--- src/rtl/dsp_uart_tx_pkg.sv ---
`default_nettype none
// ============================================================================
//  Module      : dsp_uart_tx_pkg
//  Description : Shared types and frame constants for the OUT-path UART
//                transmitter (FSM state encoding, frame geometry).
//  Revision    : 1.0 - initial release
// ============================================================================
package dsp_uart_tx_pkg;

    // Transmit FSM states; encodings are fixed so they stay stable in dumps.
    typedef enum logic [1:0] {
        ST_IDLE  = 2'd0,
        ST_START = 2'd1,
        ST_DATA  = 2'd2,
        ST_STOP  = 2'd3
    } uart_state_t;

    // 8N1 frame geometry and bus word size.
    localparam int c_DATA_BITS      = 8;
    localparam int c_BYTES_PER_WORD = 2;
    localparam int c_WORD_W         = c_DATA_BITS * c_BYTES_PER_WORD;
    localparam int c_IDX_W          = $clog2(c_DATA_BITS);

endpackage : dsp_uart_tx_pkg
`default_nettype wire

--- src/rtl/dsp_uart_tx_fifo.sv ---
`default_nettype none
// ============================================================================
//  Module      : sync_fifo
//  Description : Single-clock first-word-fall-through FIFO. Pointers carry an
//                extra wrap bit so full and empty are unambiguous. When full,
//                a push in the same cycle as a pop is accepted (pop-then-push).
//  Revision    : 1.0 - initial release
// ============================================================================
module sync_fifo #(
    parameter int WIDTH = 16,
    parameter int DEPTH = 4
) (
    input  logic             clk,
    input  logic             rst,
    input  logic             push,
    input  logic             pop,
    input  logic [WIDTH-1:0] din,
    output logic [WIDTH-1:0] dout,
    output logic             full,
    output logic             empty
);

    localparam int             c_AW      = $clog2(DEPTH);
    localparam logic [c_AW:0]  c_PTR_ONE = (c_AW + 1)'(1);

    logic [WIDTH-1:0] r_mem [DEPTH];
    logic [c_AW:0]    r_wr_ptr;
    logic [c_AW:0]    r_rd_ptr;
    logic             r_full;
    logic             r_empty;

    logic             w_do_pop;
    logic             w_do_push;
    logic [c_AW:0]    w_wr_nxt;
    logic [c_AW:0]    w_rd_nxt;

    // Qualify requests and compute next pointers; a pop frees the slot the
    // simultaneous push is allowed to reuse.
    always_comb begin
        w_do_pop  = pop & ~r_empty;
        w_do_push = push & (~r_full | w_do_pop);
        w_wr_nxt  = w_do_push ? (r_wr_ptr + c_PTR_ONE) : r_wr_ptr;
        w_rd_nxt  = w_do_pop  ? (r_rd_ptr + c_PTR_ONE) : r_rd_ptr;
    end

    // Pointer and flag registers; flags derive from next pointers so they are
    // consistent with occupancy right after each edge.
    always_ff @(posedge clk) begin
        if (rst) begin
            r_wr_ptr <= '0;
            r_rd_ptr <= '0;
            r_full   <= 1'b0;
            r_empty  <= 1'b1;
        end else begin
            r_wr_ptr <= w_wr_nxt;
            r_rd_ptr <= w_rd_nxt;
            r_full   <= (w_wr_nxt[c_AW] != w_rd_nxt[c_AW]) &&
                        (w_wr_nxt[c_AW-1:0] == w_rd_nxt[c_AW-1:0]);
            r_empty  <= (w_wr_nxt == w_rd_nxt);
        end
    end

    // Storage array; contents need no reset because the flags gate reads.
    always_ff @(posedge clk) begin
        if (w_do_push) begin
            r_mem[r_wr_ptr[c_AW-1:0]] <= din;
        end
    end

    assign dout  = r_mem[r_rd_ptr[c_AW-1:0]];
    assign full  = r_full;
    assign empty = r_empty;

endmodule : sync_fifo
`default_nettype wire

--- src/rtl/dsp_uart_tx.sv ---
`default_nettype none
// ============================================================================
//  Module      : dsp_uart_tx
//  Description : OUT-path sink. Captures 16-bit bus words on dsp_in_en into a
//                FIFO and serializes each as two 8N1 frames, low byte first.
//                Never back-pressures the CPU: writes to a full FIFO are
//                dropped and recorded in a sticky overflow flag.
//  Revision    : 1.0 - initial release
// ============================================================================
module dsp_uart_tx
    import dsp_uart_tx_pkg::*;
#(
    parameter int CLKS_PER_BIT = 16,
    parameter int FIFO_DEPTH   = 4
) (
    input  logic                clk,
    input  logic                rst,
    input  logic [c_WORD_W-1:0] in,
    input  logic                dsp_in_en,
    output logic                tx,
    output logic                busy,
    output logic                full,
    output logic                overflow
);

    localparam int                   c_BAUD_W    = $clog2(CLKS_PER_BIT);
    localparam logic [c_BAUD_W-1:0]  c_BAUD_LAST = c_BAUD_W'(CLKS_PER_BIT - 1);
    localparam logic [c_BAUD_W-1:0]  c_BAUD_ONE  = c_BAUD_W'(1);
    localparam logic [c_IDX_W-1:0]   c_IDX_LAST  = c_IDX_W'(c_DATA_BITS - 1);
    localparam logic [c_IDX_W-1:0]   c_IDX_ONE   = c_IDX_W'(1);

    uart_state_t          r_state;
    uart_state_t          w_state_nxt;
    logic [c_BAUD_W-1:0]  r_baud;
    logic [c_IDX_W-1:0]   r_bit_idx;
    logic [c_WORD_W-1:0]  r_shift;
    logic                 r_byte_sel;
    logic                 r_tx;
    logic                 r_busy;
    logic                 r_overflow;

    logic                 w_pop;
    logic                 w_push_acc;
    logic                 w_baud_last;
    logic                 w_idx_last;
    logic [c_WORD_W-1:0]  w_fifo_dout;
    logic                 w_fifo_full;
    logic                 w_fifo_empty;

    sync_fifo #(
        .WIDTH (c_WORD_W),
        .DEPTH (FIFO_DEPTH)
    ) u_fifo (
        .clk   (clk),
        .rst   (rst),
        .push  (dsp_in_en),
        .pop   (w_pop),
        .din   (in),
        .dout  (w_fifo_dout),
        .full  (w_fifo_full),
        .empty (w_fifo_empty)
    );

    assign w_baud_last = (r_baud == c_BAUD_LAST);
    assign w_idx_last  = (r_bit_idx == c_IDX_LAST);
    assign w_push_acc  = dsp_in_en & (~w_fifo_full | w_pop);

    // FSM state register.
    always_ff @(posedge clk) begin
        if (rst) begin
            r_state <= ST_IDLE;
        end else begin
            r_state <= w_state_nxt;
        end
    end

    // Next-state and FIFO pop decision. A pop only happens when a fresh word
    // is needed: from IDLE, or at the end of a high-byte stop bit.
    always_comb begin
        w_state_nxt = r_state;
        w_pop       = 1'b0;
        case (r_state)
            ST_IDLE: begin
                if (!w_fifo_empty) begin
                    w_pop       = 1'b1;
                    w_state_nxt = ST_START;
                end
            end
            ST_START: begin
                if (w_baud_last) begin
                    w_state_nxt = ST_DATA;
                end
            end
            ST_DATA: begin
                if (w_baud_last && w_idx_last) begin
                    w_state_nxt = ST_STOP;
                end
            end
            ST_STOP: begin
                if (w_baud_last) begin
                    if (!r_byte_sel) begin
                        w_state_nxt = ST_START;
                    end else if (!w_fifo_empty) begin
                        w_pop       = 1'b1;
                        w_state_nxt = ST_START;
                    end else begin
                        w_state_nxt = ST_IDLE;
                    end
                end
            end
            default: begin
                w_state_nxt = ST_IDLE;
            end
        endcase
    end

    // Baud counter, bit index and shift register. The word shifts right once
    // per data bit, so after eight bits the high byte sits in the low lane.
    always_ff @(posedge clk) begin
        if (rst) begin
            r_baud     <= '0;
            r_bit_idx  <= '0;
            r_shift    <= '0;
            r_byte_sel <= 1'b0;
        end else if (w_pop) begin
            r_shift    <= w_fifo_dout;
            r_byte_sel <= 1'b0;
            r_baud     <= '0;
        end else if (r_state != ST_IDLE) begin
            if (w_baud_last) begin
                r_baud <= '0;
                case (r_state)
                    ST_START: r_bit_idx <= '0;
                    ST_DATA: begin
                        r_shift   <= r_shift >> 1;
                        r_bit_idx <= r_bit_idx + c_IDX_ONE;
                    end
                    ST_STOP:  r_byte_sel <= ~r_byte_sel;
                    default:  r_bit_idx <= r_bit_idx;
                endcase
            end else begin
                r_baud <= r_baud + c_BAUD_ONE;
            end
        end
    end

    // Registered serial line: follows the current state one cycle later,
    // which gives the two-edge write-to-start latency.
    always_ff @(posedge clk) begin
        if (rst) begin
            r_tx <= 1'b1;
        end else begin
            case (r_state)
                ST_START: r_tx <= 1'b0;
                ST_DATA:  r_tx <= r_shift[0];
                default:  r_tx <= 1'b1;
            endcase
        end
    end

    // Busy and sticky overflow. When the FSM is heading to IDLE no pop occurs,
    // so the FIFO is non-empty afterwards only if this edge accepts a write.
    always_ff @(posedge clk) begin
        if (rst) begin
            r_busy     <= 1'b0;
            r_overflow <= 1'b0;
        end else begin
            r_busy     <= (w_state_nxt != ST_IDLE) | w_push_acc;
            r_overflow <= r_overflow | (dsp_in_en & w_fifo_full & ~w_pop);
        end
    end

    assign tx       = r_tx;
    assign busy     = r_busy;
    assign full     = w_fifo_full;
    assign overflow = r_overflow;

endmodule : dsp_uart_tx
`default_nettype wire
--- config.mk ---
export PLATFORM = sky130hd
export DESIGN_NAME = dsp_uart_tx
export DESIGN_NICKNAME = d
export VERILOG_FILES = /design/src/rtl/dsp_uart_tx_pkg.sv /design/src/rtl/dsp_uart_tx_fifo.sv /design/src/rtl/dsp_uart_tx.sv
export SDC_FILE = /design/constraint.sdc
export NUM_CORES = 1
export LEC_CHECK = 0
export BUFFER_PORTS_ARGS = -buffer_cell sky130_fd_sc_hd__clkbuf_2
export CORE_MARGIN = 4
export CORE_UTILIZATION = 35
export DETAILED_ROUTE_END_ITERATION = 8
export PLACE_DENSITY = 0.6
export SLEW_MARGIN = 30
export SYNTH_ARGS = -nofsm -noshare
export SYNTH_HDL_FRONTEND = slang
export SYNTH_HIERARCHICAL = 1
export SYNTH_SLANG_ARGS = --single-unit
--- constraint.sdc ---
create_clock -name clk -period 3.1 [get_ports clk]
set_input_delay 0 -clock clk [delete_from_list [all_inputs] [get_ports clk]]
set_output_delay 0 -clock clk [all_outputs]
set_load 0.02 [all_outputs]
Word level (Yosys, flattened, before mapping)
Memories as Yosys holds them, arrays and structs flattened. A register that Yosys moved wholly into a read port is not among the register bits.
Index checks and enable logic that the tools add are counted.

storage, ports and cells
  bits in latches = 0
  ROM bits = 0
  bits in writable memories = 64
  register bits = 37
  logic and storage cells = 74
  memories = 1

operators by class
  order comparisons = 0
  $add $sub $neg = 4
  bitwise logic cells = 13
  $mul = 0
  equality and inequality tests = 8
  reductions and logical operators = 13
  multiplexer cells = 23
  div/mod/pow operators = 0
  shift-type cells = 0

memories
  name          depth  bits a word  rd ports  clocked after memory_dff  wr ports  line                    source
  u_fifo.r_mem  4      16           1         1                         1         dsp_uart_tx_fifo.sv:26  logic [WIDTH-1:0] r_mem [DEPTH];

operator list
  operator                                                         count
  16-bit 2-to-1 mux                                                4
  2-bit nonzero test                                               6
  2-bit 2-to-1 mux                                                 5
  3-bit by 1-bit adder with 3-bit output, second input constant    3
  2-bit one-hot mux with 4 select lines                            1
  1-bit 2-to-1 mux                                                 7
  3-bit 2-to-1 mux                                                 2
  3-bit one-hot mux with 2 select lines                            1
  3-bit AND reduction                                              2
  1-bit bitwise AND                                                5
  4-bit by 1-bit adder with 4-bit output, second input constant    1
  2-bit == test, second input constant                             2
  4-bit == test, second input constant                             1
  4-bit 2-to-1 mux                                                 1
  1-bit inverter                                                   4
  1-bit bitwise OR                                                 4
  1-bit one-hot mux with 2 select lines                            2
  4-bit AND reduction                                              1
  3-bit == test                                                    1
  3-bit == test, second input constant                             1
  2-bit by 1-bit == test with 1-bit output, second input constant  1
  2-bit == test                                                    1
  1-bit logical AND                                                2
  2-bit zero test                                                  1
  other kinds (2)                                                  2

Depth between registers and ports, before layout
Gate-level depths: netlist of run 1.

  depth in word-level cells = 10
  depth in mapped cells = 13
  depth with buffers taken out = 10

Hierarchy
Netlist of run 1, hierarchy kept.

by module, submodules not included
  module       area an instance (sq um)  cells each  times used
  sync_fifo    2,771.4                   131         1
  dsp_uart_tx  1,555.2                   175         1

Worst setup path after synthesis of run 1
Ideal clock, no wire load.

  path type = flip-flop to flip-flop
  start = register r_state[0]
  end = register u_fifo.r_full, in the netlist u_fifo/full
  data arrival time = 2.858 ns
  stages on the path, launching flop included = 13
  path buffers = 2
  data required time = 3.013 ns
  library setup time = 0.087 ns
  slack = 0.155 ns
  cell sequence = dfxtp_1 inv_1 ha_1 or2_2 or2_1 buf_6 inv_2 nand2b_4 buf_6 a21oi_2 xnor2_1 xor2_1 nor4b_2

between the ends
  word-level cells in the longest chain between the ends = 8
  elaborated cells between the ends (all ways) = 11
  classes of those cells = 3 x eq/ne; 3 x mux; 3 x bitwise; 2 x reduce/logical

RTL lines
  element                                           line                                            source
  start: declaration                                dsp_uart_tx.sv:32                               uart_state_t r_state;
  start signal: assignment                          dsp_uart_tx.sv:73                               r_state <= w_state_nxt;
  2-bit == test or 2-bit zero test (tied branches)  dsp_uart_tx.sv:82                               case (r_state)
  1-bit one-hot mux with 2 select lines (*)         dsp_uart_tx.sv:82
  net w_pop                                         dsp_uart_tx.sv:42                               logic w_pop;
  1-bit bitwise AND (*)                             dsp_uart_tx_fifo.sv:40                          w_do_pop = pop & ~r_empty;
  1-bit bitwise OR                                  dsp_uart_tx_fifo.sv:41                          w_do_push = push & (~r_full | w_do_pop);
  1-bit bitwise AND                                 dsp_uart_tx_fifo.sv:41
  3-bit 2-to-1 mux                                  dsp_uart_tx_fifo.sv:42                          w_wr_nxt = w_do_push ? (r_wr_ptr + c_PTR_ONE) : r_wr_ptr;
  2-bit == test or 1-bit != test (tied branches)    dsp_uart_tx_fifo.sv:58, dsp_uart_tx_fifo.sv:57
  1-bit logical AND (*)                             dsp_uart_tx_fifo.sv:57                          r_full <= (w_wr_nxt[c_AW] != w_rd_nxt[c_AW]) &&
  end signal: assignment                            dsp_uart_tx_fifo.sv:57
  end: declaration                                  dsp_uart_tx_fifo.sv:29                          logic r_full;

The timed path passes the listed nets; every way through them passes the cells marked *.
A chain may end at the register's enable or synchronous reset.

Worst setup path after layout of run 1
  start = register r_state[1]
  end = register u_fifo.r_empty, in the netlist u_fifo/empty

between the ends
  word-level cells in the longest chain between the ends = 7
  elaborated cells between the ends (all ways) = 9
  classes of those cells = 2 x eq/ne; 3 x mux; 3 x bitwise; 1 x reduce/logical

RTL lines
  element                                           line                    source
  2-bit == test or 2-bit zero test (tied branches)  dsp_uart_tx.sv:82
  1-bit one-hot mux with 2 select lines (*)         dsp_uart_tx.sv:82
  net w_pop                                         dsp_uart_tx.sv:42
  1-bit bitwise AND (*)                             dsp_uart_tx_fifo.sv:40
  1-bit bitwise OR                                  dsp_uart_tx_fifo.sv:41
  1-bit bitwise AND                                 dsp_uart_tx_fifo.sv:41
  3-bit 2-to-1 mux                                  dsp_uart_tx_fifo.sv:42
  3-bit == test (*)                                 dsp_uart_tx_fifo.sv:59  r_empty <= (w_wr_nxt == w_rd_nxt);
  end signal: assignment                            dsp_uart_tx_fifo.sv:59
  end: declaration                                  dsp_uart_tx_fifo.sv:30  logic r_empty;

Marked as above.

==> results of run 1 <==
==> per-stage QoR <==
step	setup slack, ns	instance area, µm²	total power, mW
floorplan	0.1549	4327	1.964
global placement	0.5408	4616	2.062
detailed placement	0.4411	4616	2.071
CTS	0.4272	5056	3.156
global route	0.2045	5056	3.271
finish	0.4377	5056	3.115
==> worst min-delay path by stage <==
stage,end,slack [ns],cells after the start
floorplan,u_fifo/r_mem[0][0],0.1,0
global placement,u_fifo/r_mem[3][14],0.22,1
detailed placement,u_fifo/r_mem[1][2],0.23,1
CTS,overflow,0.02,3
global route,overflow,0.06,3
finish,overflow,0.03,3
==> state kept, by name, summed over array words and instances (netlist names) <==
signal	flops
busy	1
overflow	1
r_baud	4
r_bit_idx	3
r_byte_sel	1
r_shift	16
r_state	2
tx	1
u_fifo/empty	1
u_fifo/full	1
u_fifo/r_mem	64
u_fifo/r_rd_ptr	3
u_fifo/r_wr_ptr	3
==> placed cells by master, fill, tap and decap left out, drive strengths merged, types with 3 or more instances in the layout <==
cell type	count
mux4	16
buf	11
clkbuf	32
edfxtp	64
a311oi	15
a21oi	7
nand2	25
inv	15
nand3	16
dlygate4sd3	16
and2	3
mux2i	4
xnor2	6
o21ai	6
nor2	10
nor3	20
dfxtp	37
ha	13
xor2	5
==> cell type report <==
class	count	area (µm²)
Clock buffer	10	229.0
Clock inverter	6	51.30
Fill cell	1102	7005
Sequential cell	101	2663
Inverter	11	41.29
Multi-Input combinational cell	174	1509
Timing Repair Buffer	49	352.8
Tap cell	168	210.2
==> repair_timing <==
item / 4_1_cts / 5_1_grt
setup buffers: 0 / 0
endpoints found under the setup margin: 0 / 0
endpoints found under the hold margin: 64 / 0
hold buffers: 16 / 0
==> critical path: cells and delay by family, from the launching register on <==
kind,cells,cell delay (ns)
buffers and inverters,2,0.22
flip-flops,1,0.40
multiplexers,1,0.29
adder cells (fa/ha/maj),1,0.34
AND/OR/NAND/NOR,3,0.68
XOR/XNOR,1,0.26
AO/OA/AOI/OAI,2,0.34
==> power breakdown <==
group	leakage (nW)	internal [mW]	switching, mW	total [mW]
sequential	0.890	1.54	0.0482	1.59
clock	0.140	0.561	0.500	1.06
combinational	0.685	0.205	0.261	0.466
==> cell families (layout without fill, tap and decap cells) <==
family | count (synthesis) | count (layout) | share of synthesized area [%]
muxes | 20 | 20 | 9.254
DFF | 101 | 101 | 61.54
xor gates and xnor gates | 11 | 11 | 2.227
and+or+nand+nor | 90 | 90 | 10.73
AOI/OAI and AO/OA | 40 | 40 | 8.907
adders and majority gates | 13 | 13 | 3.759
buffers and inverters | 31 | 76 | 3.585
==> Yosys cell counts, types with 5 or more instances <==
cell,count
buf_2,7
xnor2_1,6
ha_1,13
a311oi_2,10
nor2_1,10
a21oi_1,6
nand2_1,25
dfxtp_1,37
nand3_1,16
edfxtp_1,64
nor3_1,20
mux4_2,16
a311oi_1,5
inv_1,9
clkbuf_1,7
o21ai_0,6
xor2_1,5
==> metal layers <==
layer,GRT usage [%],vias to the layer above
met1,17.05,1266
li1,-,1242
met3,2.991,8
met4,4.779,0
met2,18.58,57
met5,0,-
==> flow_summary_export.csv, run 1 <==
group,metric,value,unit
min_path,hp-start,"dsp_in_en",
drt,drt_iter0_markers,155,
global_route,grt_util_all_layers,12.29,%
die,core_area,12060,µm²
yosys,synthTopCellsByArea,"edfxtp_1, dfxtp_1, mux4_2",
die,rows,40,
sta,period_needed,2.662,ns
drt,wire_per_inst,15.36,µm
clock_network,cts_resized,0,
worst_setup_path,crit_required,3.32,ns
yosys,async_flop_share,0,%
yosys,ys_types,51,
sta,fin_skew,0.004470,ns
worst_setup_path,setup.worst_path.class,"register to register",
cells_and_area,post-route-util,41.92,%
drt,vias,2573,
drt,drtPass1Iterations,5,
cells_and_area,drive_gt1_share,23.65,%
yosys,synth_top_area_share,44.42,%
sta,fin_crit_sh,85.88,%
drt,ant_nets,0,
clock_network,tritoncts,"built",
worst_setup_path,crit_path_start_kind,"register",
global_route,grt_antenna_before_repair,0,
drt,remaining_drc_errors,0,
placement,hpwl,5121,µm
die,die_area,14210,µm²
yosys,ys_seq_area_share,61.54,%
drt,top_layer,"met4",
clock_network,cts.path.max_buffers,2,
worst_setup_path,end_kind,"register",
run,drv_cap,0,
worst_setup_path,r2r_end,"u_fifo/empty",
global_route,grt_pass1_wl,13750,µm
yosys,synthesis.nets,338,
cells_and_area,diodes,0,
sta,relSlewSlack,41.98,%
global_route,grt_max_degree,38,
die,io_pins,23,
sta,grt_setup_unrepaired,"false",
worst_setup_path,critPathMaxStageDelay,0.40,ns
placement,port-buffer-count,22,
global_route,grt_overflow_total,0,
yosys,syn_area,4327,µm²
sta,slew_violations,0,
yosys,ys_ff_latch,101,
worst_setup_path,cpMaxStageDelayCell,"dfxtp_1",
worst_setup_path,cp_cell_sequence,"inv_1 -> ha_1 -> or2_2 -> or2_1 -> inv_2 -> nand2b_4 -> a21boi_4 -> mux2i_1 -> xor2_1 -> o31ai_1",
die,start_util,35.87,%
clock_network,cts_num_sinks,101,
sta,worst_slew_pin_slew,0.8702,ns
sta,setup_viol,0,
worst_setup_path,r2r_setup_slack,0.44,ns
global_route,grt_pass1_vias,2640,
yosys,yosys.area.top_type,"edfxtp_1",
drt,met1_length,3821,µm
cells_and_area,syn_to_final_growth,16.86,%
clock_network,cts.clk_slew.worst_paths,0.07,ns
yosys,yosys_warnings,6,
min_path,hold_path_class,"input pin to register",
placement,dp.cells,487,
pwr,p_per_area,616.1,nW/µm²
worst_setup_path,cp_max_fo,7,
yosys,synth_edf_count,64,
yosys,synth_area_per_cell,14.14,µm²
worst_setup_path,worstPathArrival,2.88,ns
drt,wl_met3,348,µm
cells_and_area,final_cells,519,
yosys,synth_flop_cell,"edfxtp_1",
pwr,leakage,1.715,nW
clock_network,clock-root-buffer,"clkbuf_16",
yosys,netlist_instances,306,
placement,place.gp.congestion,0.7444,
cells_and_area,num-nets-final,378,
worst_setup_path,worstReg2RegStart,"r_state[1]",
sta,setup_tns,0,ns
worst_setup_path,crit_path_end,"u_fifo/empty",
worst_setup_path,ff2ff_path_depth,10,
clock_network,clock_latency,0.34,ns
clock_network,cts-htree-levels,3,
clock_network,cts_buffers,9,
die,fp.dieH,119.2,µm
outcome,status,"finished, final reports clean",
drt,via_per_inst,4.958,
worst_setup_path,cp-startpoint,"r_state[1]",
pwr,vdd_drop_max,0.0003457,V
drt,wl_met2,3702,µm
sta,finalHoldViolations,0,
sta,max_freq,0.3756,GHz
drt,routed_wl,7971,µm
die,die_w,119.2,µm
sta,whs,0.03416,ns
Power figures use the tool's default switching activity.
==> run 2, diff against run 1 <==
Settings changed: CORE_ASPECT_RATIO set to 0.5.
==> run 2 against run 1 <==
Effect of this change: cell count down 0.77%; die area up 0.76%; sequential share of layout area up 0.10 points; combinational power about the same; critical path type unchanged.
==> flow_summary_export.csv, run 2 (synthesis results as in run 1) <==
group,metric,value,unit
outcome,status,"finished, final reports clean",
sta,fin_skew,0.006146,ns
sta,slew_violations,0,
cells_and_area,fillers,1066,
cells_and_area,num-nets-final,377,
die,rows,28,
die,io_pins,23,
global_route,grt_pass1_wl,13730,µm
sta,setup_viol,0,
pwr,p_per_area,617.1,nW/µm²
clock_network,clock-root-buffer,"clkbuf_16",
sta,worst_slew_pin_slew,0.8738,ns
worst_setup_path,end_kind,"register",
global_route,use_met3,3.230,%
worst_setup_path,setup.worst_path.class,"register to register",
min_path,hp-start,"dsp_in_en",
worst_setup_path,cp_num_buf_inv,2,
clock_network,cts.clk_slew.worst_paths,0.07,ns
die,die_w,165.2,µm
pwr,vdd_drop_max,0.0002349,V
sta,fin_crit_sh,86.03,%
cells_and_area,diodes,0,
worst_setup_path,crit_path_start_kind,"register",
die,die_area,14310,µm²
die,fp.dieH,86.62,µm
drt,drt_iter0_markers,202,
drt,wire_per_inst,15.98,µm
global_route,grt_max_degree,38,
placement,place.gp.congestion,0.8116,
die,core_area,11950,µm²
worst_setup_path,cp_max_fo,7,
worst_setup_path,cp_cell_sequence,"inv_1 -> ha_1 -> or2_2 -> or2_1 -> inv_2 -> nand2b_4 -> a21boi_4 -> mux2i_1 -> xor2_1 -> nor4b_2",
sta,grt_setup_unrepaired,"false",
drt,remaining_drc_errors,0,
cells_and_area,largest_reg_flops,64,
worst_setup_path,worstReg2RegStart,"r_state[1]",
sta,relSlewSlack,41.75,%
cells_and_area,final_cells,515,
sta,max_freq,0.3750,GHz
worst_setup_path,r2r_end,"u_fifo/full",
run,drv_cap,0,
drt,via_per_inst,4.992,
global_route,met2_usage,19.49,%
global_route,grt_use_met1,17.00,%
worst_setup_path,ff2ff_path_depth,10,
placement,dp.cells,483,
placement,port-buffer-count,22,
clock_network,cts_buffers,9,
clock_network,cts_resized,0,
min_path,hold_path_class,"input pin to register",
drt,ant_nets,0,
global_route,grt_antenna_before_repair,0,
drt,routed_wl,8228,µm
global_route,grt_pass1_vias,2601,
placement,hpwl,5302,µm
min_path,min_path_cells,3,
clock_network,clock_latency,0.34,ns
cells_and_area,final_cell_mix,"edfxtp_1, dfxtp_1, nand2_1, clkbuf_2, nor3_1",
worst_setup_path,cpMaxStageDelayCell,"dfxtp_1",
drt,drtPass1Iterations,4,
die,start_util,36.22,%
clock_network,cts-htree-levels,3,
cells_and_area,syn_to_final_growth,16.63,%
worst_setup_path,worstPathArrival,2.86,ns
min_path,holdPathEnd,"overflow",
cells_and_area,drive_gt1_share,23.71,%
sta,finalHoldViolations,0,
cells_and_area,final_common_cell,"edfxtp_1",
pwr,leakage,1.706,nW
worst_setup_path,critPathMaxStageDelay,0.41,ns
clock_network,cts_num_sinks,101,
global_route,grt_overflow_total,0,
clock_network,cts.path.max_buffers,2,
sta,setup_tns,0,ns
worst_setup_path,crit_required,3.29,ns
worst_setup_path,r2r_setup_slack,0.43,ns
drt,vias,2571,
sta,period_needed,2.667,ns
sta,whs,0.03955,ns
global_route,grt_util_all_layers,12.49,%
clock_network,tritoncts,"built",
worst_setup_path,crit_family,"simple AND/OR/NAND/NOR gates",
global_route,busiest_layer,"met2",
[run 2: metrics by stage]
step	utilization (%)	cell area, µm²	total power, mW	setup WS, ns
6_report	42.24	5046	3.114	0.4332
4_1_cts	42.24	5046	3.145	0.4253
2_1_floorplan	-	4327	1.964	0.1549
3_3_place_gp	38.54	4604	2.053	0.5401
5_1_grt	42.24	5046	3.262	0.1953
3_5_place_dp	38.54	4604	2.071	0.4410
[run 2: cell type report]
class / instances / area (µm²) / share of cell area (%)
flip-flops and latches: 101 / 2663 / 52.76
multi-input cells: 174 / 1509 / 29.90
repair buffers: 48 / 345.3 / 6.844
clock buffers: 9 / 225.2 / 4.463
well taps: 165 / 206.4 / 4.091
clock inverters: 7 / 56.30 / 1.116
inverters: 11 / 41.29 / 0.8182
[run 2: how the worst max path moves through the flow]
stage | startpoint | end | slack, ns | cells after the start
finish | r_state[1] | u_fifo/full | 0.43 | 10
global route | r_state[0] | u_fifo/full | 0.20 | 10
CTS | r_state[0] | u_fifo/full | 0.43 | 10
detailed placement | r_state[0] | u_fifo/full | 0.44 | 10
global placement | r_state[0] | u_fifo/empty | 0.54 | 10
floorplan | r_state[0] | u_fifo/full | 0.15 | 12
[run 2: what timing repair did]
item,in CTS,in global routing
hold endpoints to repair,64,0
hold buffers,16,0
setup endpoints to repair,0,0
setup buffers,0,0
[run 2: layer usage]
| metal | up-vias | wire length (µm) | share of wire (%) |
|---|---|---|---|
| li1 | 1239 | - | - |
| met2 | 33 | 3944 | 48 |
| met4 | 0 | 74 | 0.90 |
| met1 | 1292 | 3936 | 48 |
| met3 | 7 | 273 | 3.3 |
| met5 | - | 0 | 0 |
[run 2: worst register-to-register path, delay by kind of cell (launching register included)]
kind	cells	cell delay, ns
XOR/XNOR	1	0.24
AO/OA/AOI/OAI	1	0.23
multiplexers	1	0.29
adder cells (fa/ha/maj)	1	0.34
buffers and inverters	2	0.24
AND/OR/NAND/NOR	4	0.76
flip-flops	1	0.41
[run 2: power by group]
group	switching (mW)	internal [mW]	total, mW
Combinational	0.266	0.203	0.469
Sequential	0.0491	1.54	1.59
Clock	0.501	0.555	1.06
Total	0.816	2.30	3.11
==> run 3, diff against run 2 <==
Settings changed: ABC_AREA set to 1, CTS_CLUSTER_DIAMETER set to 60.
==> run 3 against run 2 <==
Effect of this change: core utilization grew 0.51 points; synthesized cell count increased by 49%; sequential share of layout area decreased by 1.4 points; via count increased by 25%; clock skew increased by 0.0035 ns; maximum frequency is 15% higher; total power up 15%; highest routed layer unchanged.
==> flow_summary_export.csv, run 3 <==
group,metric,value,unit
global_route,grt_pass1_vias,3019,
worst_setup_path,cpMostUsedCell,"nand2_4",
die,core_area,12120,µm²
global_route,grt_util_all_layers,13.11,%
sta,slew_violations,0,
sta,grt_setup_unrepaired,"false",
worst_setup_path,setup.worst_path.class,"register to register",
die,io_pins,23,
cells_and_area,largest_reg_flops,64,
die,start_util,36.81,%
yosys,ys_types,30,
drt,drtPass1Iterations,4,
drt,wl_met2,4126,µm
worst_setup_path,cp-startpoint,"r_state[0]",
yosys,yosys.area.top_type,"edfxtp_1",
drt,top_layer,"met4",
yosys,yosysMostFrequentCell,"nand2_1",
global_route,grt_max_degree,35,
clock_network,cts.path.max_buffers,2,
yosys,synth_flop_cell,"edfxtp_1",
outcome,status,"finished, final reports clean",
drt,via_per_inst,4.806,
placement,dpl_worst_slack,0.7585,ns
global_route,grt_pass1_wl,15210,µm
worst_setup_path,critPathMaxStageDelay,0.40,ns
clock_network,cts_buffers,9,
worst_setup_path,crit_path_start_kind,"register",
yosys,synth_top_area_share,43.07,%
yosys,ys_seq_area_share,59.67,%
drt,ant_nets,0,
placement,place.gp.congestion,0.7879,
global_route,grt_antenna_before_repair,0,
yosys,synth_area_per_cell,9.763,µm²
clock_network,cts.clk_slew.worst_paths,0.07,ns
global_route,grt_overflow_total,0,
cells_and_area,final_common_cell,"nand2_1",
sta,fin_skew,0.009634,ns
cells_and_area,drive_gt1_share,11.58,%
min_path,hold_path_class,"input pin to register",
sta,fin_crit_sh,75.09,%
worst_setup_path,end_kind,"register",
yosys,ys_ff_latch,101,
sta,max_freq,0.4296,GHz
sta,period_needed,2.328,ns
cells_and_area,diodes,0,
cells_and_area,fillers,1183,
cells_and_area,num-nets-final,528,
die,rows,28,
yosys,yosys_warnings,6,
drt,wl_met3,295,µm
yosys,synthTopCellsByArea,"edfxtp_1, dfxtp_1, nand2_1",
worst_setup_path,cp_max_fo,16,
drt,vias,3201,
sta,worst_slew_pin_slew,0.6550,ns
sta,worst_slack,0.7721,ns
yosys,synth_commonest_cells,"nand2_1, edfxtp_1, nor2_1, dfxtp_1, o21ai_0",
clock_network,cts_num_sinks,101,
drt,met1_length,4544,µm
yosys,syn_area,4462,µm²
worst_setup_path,cpMaxStageDelayCell,"o21bai_4",
pwr,p_total,3.573,mW
pwr,leakage,2.065,nW
die,die_area,14730,µm²
min_path,hp-start,"dsp_in_en",
worst_setup_path,worstReg2RegStart,"r_state[0]",
placement,port-buffer-count,22,
clock_network,clock_latency,0.35,ns
drt,routed_wl,9126,µm
sta,finalHoldViolations,0,
drt,remaining_drc_errors,0,
yosys,netlist_instances,457,
worst_setup_path,cp_cell_sequence,"ha_1 -> nand2_1 -> o21bai_4 -> nand2_4 -> inv_1 -> nand2_4 -> nand2_4 -> nand2_4 -> nor2_1 -> buf_4",
pwr,p_per_area,689.3,nW/µm²
clock_network,cts-htree-levels,3,
cells_and_area,syn_to_final_growth,16.15,%
yosys,synthesis.nets,489,
worst_setup_path,worstPathArrival,2.36,ns
run,drv_cap,0,
drt,drt_iter0_markers,186,
drt,wire_per_inst,13.70,µm
die,fp.dieH,87.84,µm
die,die_w,167.7,µm
clock_network,clock-root-buffer,"clkbuf_16",
clock_network,cts_resized,0,
worst_setup_path,crit_required,3.13,ns
clock_network,tritoncts,"built",
placement,hpwl,5957,µm
sta,relSlewSlack,56.27,%
pwr,vdd_drop_max,0.0002925,V
yosys,async_flop_share,0,%
cells_and_area,final_cell_mix,"nand2_1, edfxtp_1, nor2_1, dfxtp_1, o21ai_0",
sta,setup_tns,0,ns
yosys,synth_edf_count,64,
sta,setup_viol,0,
[run 3: cell count changes after synthesis, sizes merged, moves of 17 or more]
cell / delta
nand3: +17
inv: +19
nor3: -19
nand2: +85
nor2: +44
o21ai: +30
[run 3: what timing repair did]
item                      4_1_cts  5_1_grt
hold endpoints to repair       64        0
setup buffers                   0        0
hold buffers                   16        0
[run 3: through the flow]
| step | hold WS, ns | util (%) | instance area [µm²] | cells |
|---|---|---|---|---|
| global route | 0.1322 | 42.75 | 5182 | 666 |
| floorplan | 0.06907 | - | 4462 | 457 |
| finish | 0.09308 | 42.75 | 5182 | 666 |
| global placement | 0.2299 | 39.13 | 4743 | 634 |
| CTS | 0.06427 | 42.75 | 5182 | 666 |
| detailed placement | 0.2301 | 39.13 | 4743 | 634 |
[run 3: layout make-up]
cell class	count	area, µm²	area share (%)
clock inverters	6	50.05	0.9657
well taps	165	206.4	3.984
clock buffers	10	229.0	4.418
inverters	30	113.9	2.197
flip-flops and latches	101	2663	51.38
multi-input cells	308	1590	30.69
repair buffers	46	330.3	6.374
[run 3: cells by family (layout without fill, tap and decap cells)]
group | after synthesis | count (layout) | share of synthesized area, %
buffers and inverters | 48 | 92 | 4.683
AOI/OAI and AO/OA | 79 | 79 | 9.815
xor gates and xnor gates | 2 | 2 | 0.3927
DFF | 101 | 101 | 59.67
and+or+nand+nor | 214 | 214 | 21.79
adders and majority gates | 13 | 13 | 3.646
[run 3: worst max-delay path, delay by kind of cell (launching register included)]
family	cells	cell delay, ns
compound gates	1	0.40
flops	1	0.39
simple gates	6	0.56
buf+inv	2	0.38
fa+ha+maj	1	0.25
[run 3: power by group]
part           internal, mW  switching (mW)
clock                 0.560           0.520
sequential             1.58          0.0920
combinational         0.301           0.521
total                  2.44            1.13
[run 3: final timing paths]
path	endpoint	slack, ns	depth (start not counted)
setup reg to reg	u_fifo/r_mem[3][1]	0.77	10
hold reg to reg	r_bit_idx[1]	0.48	2
hold / removal	overflow	0.09	3
setup / recovery	u_fifo/r_mem[3][1]	0.77	10
[run 3: metal layers]
metal / track usage (%) / vias to the layer above
met5: 0 / -
li1: - / 1640
met1: 17.48 / 1507
met4: 5.081 / 0
met3: 3.066 / 15
met2: 21.12 / 39
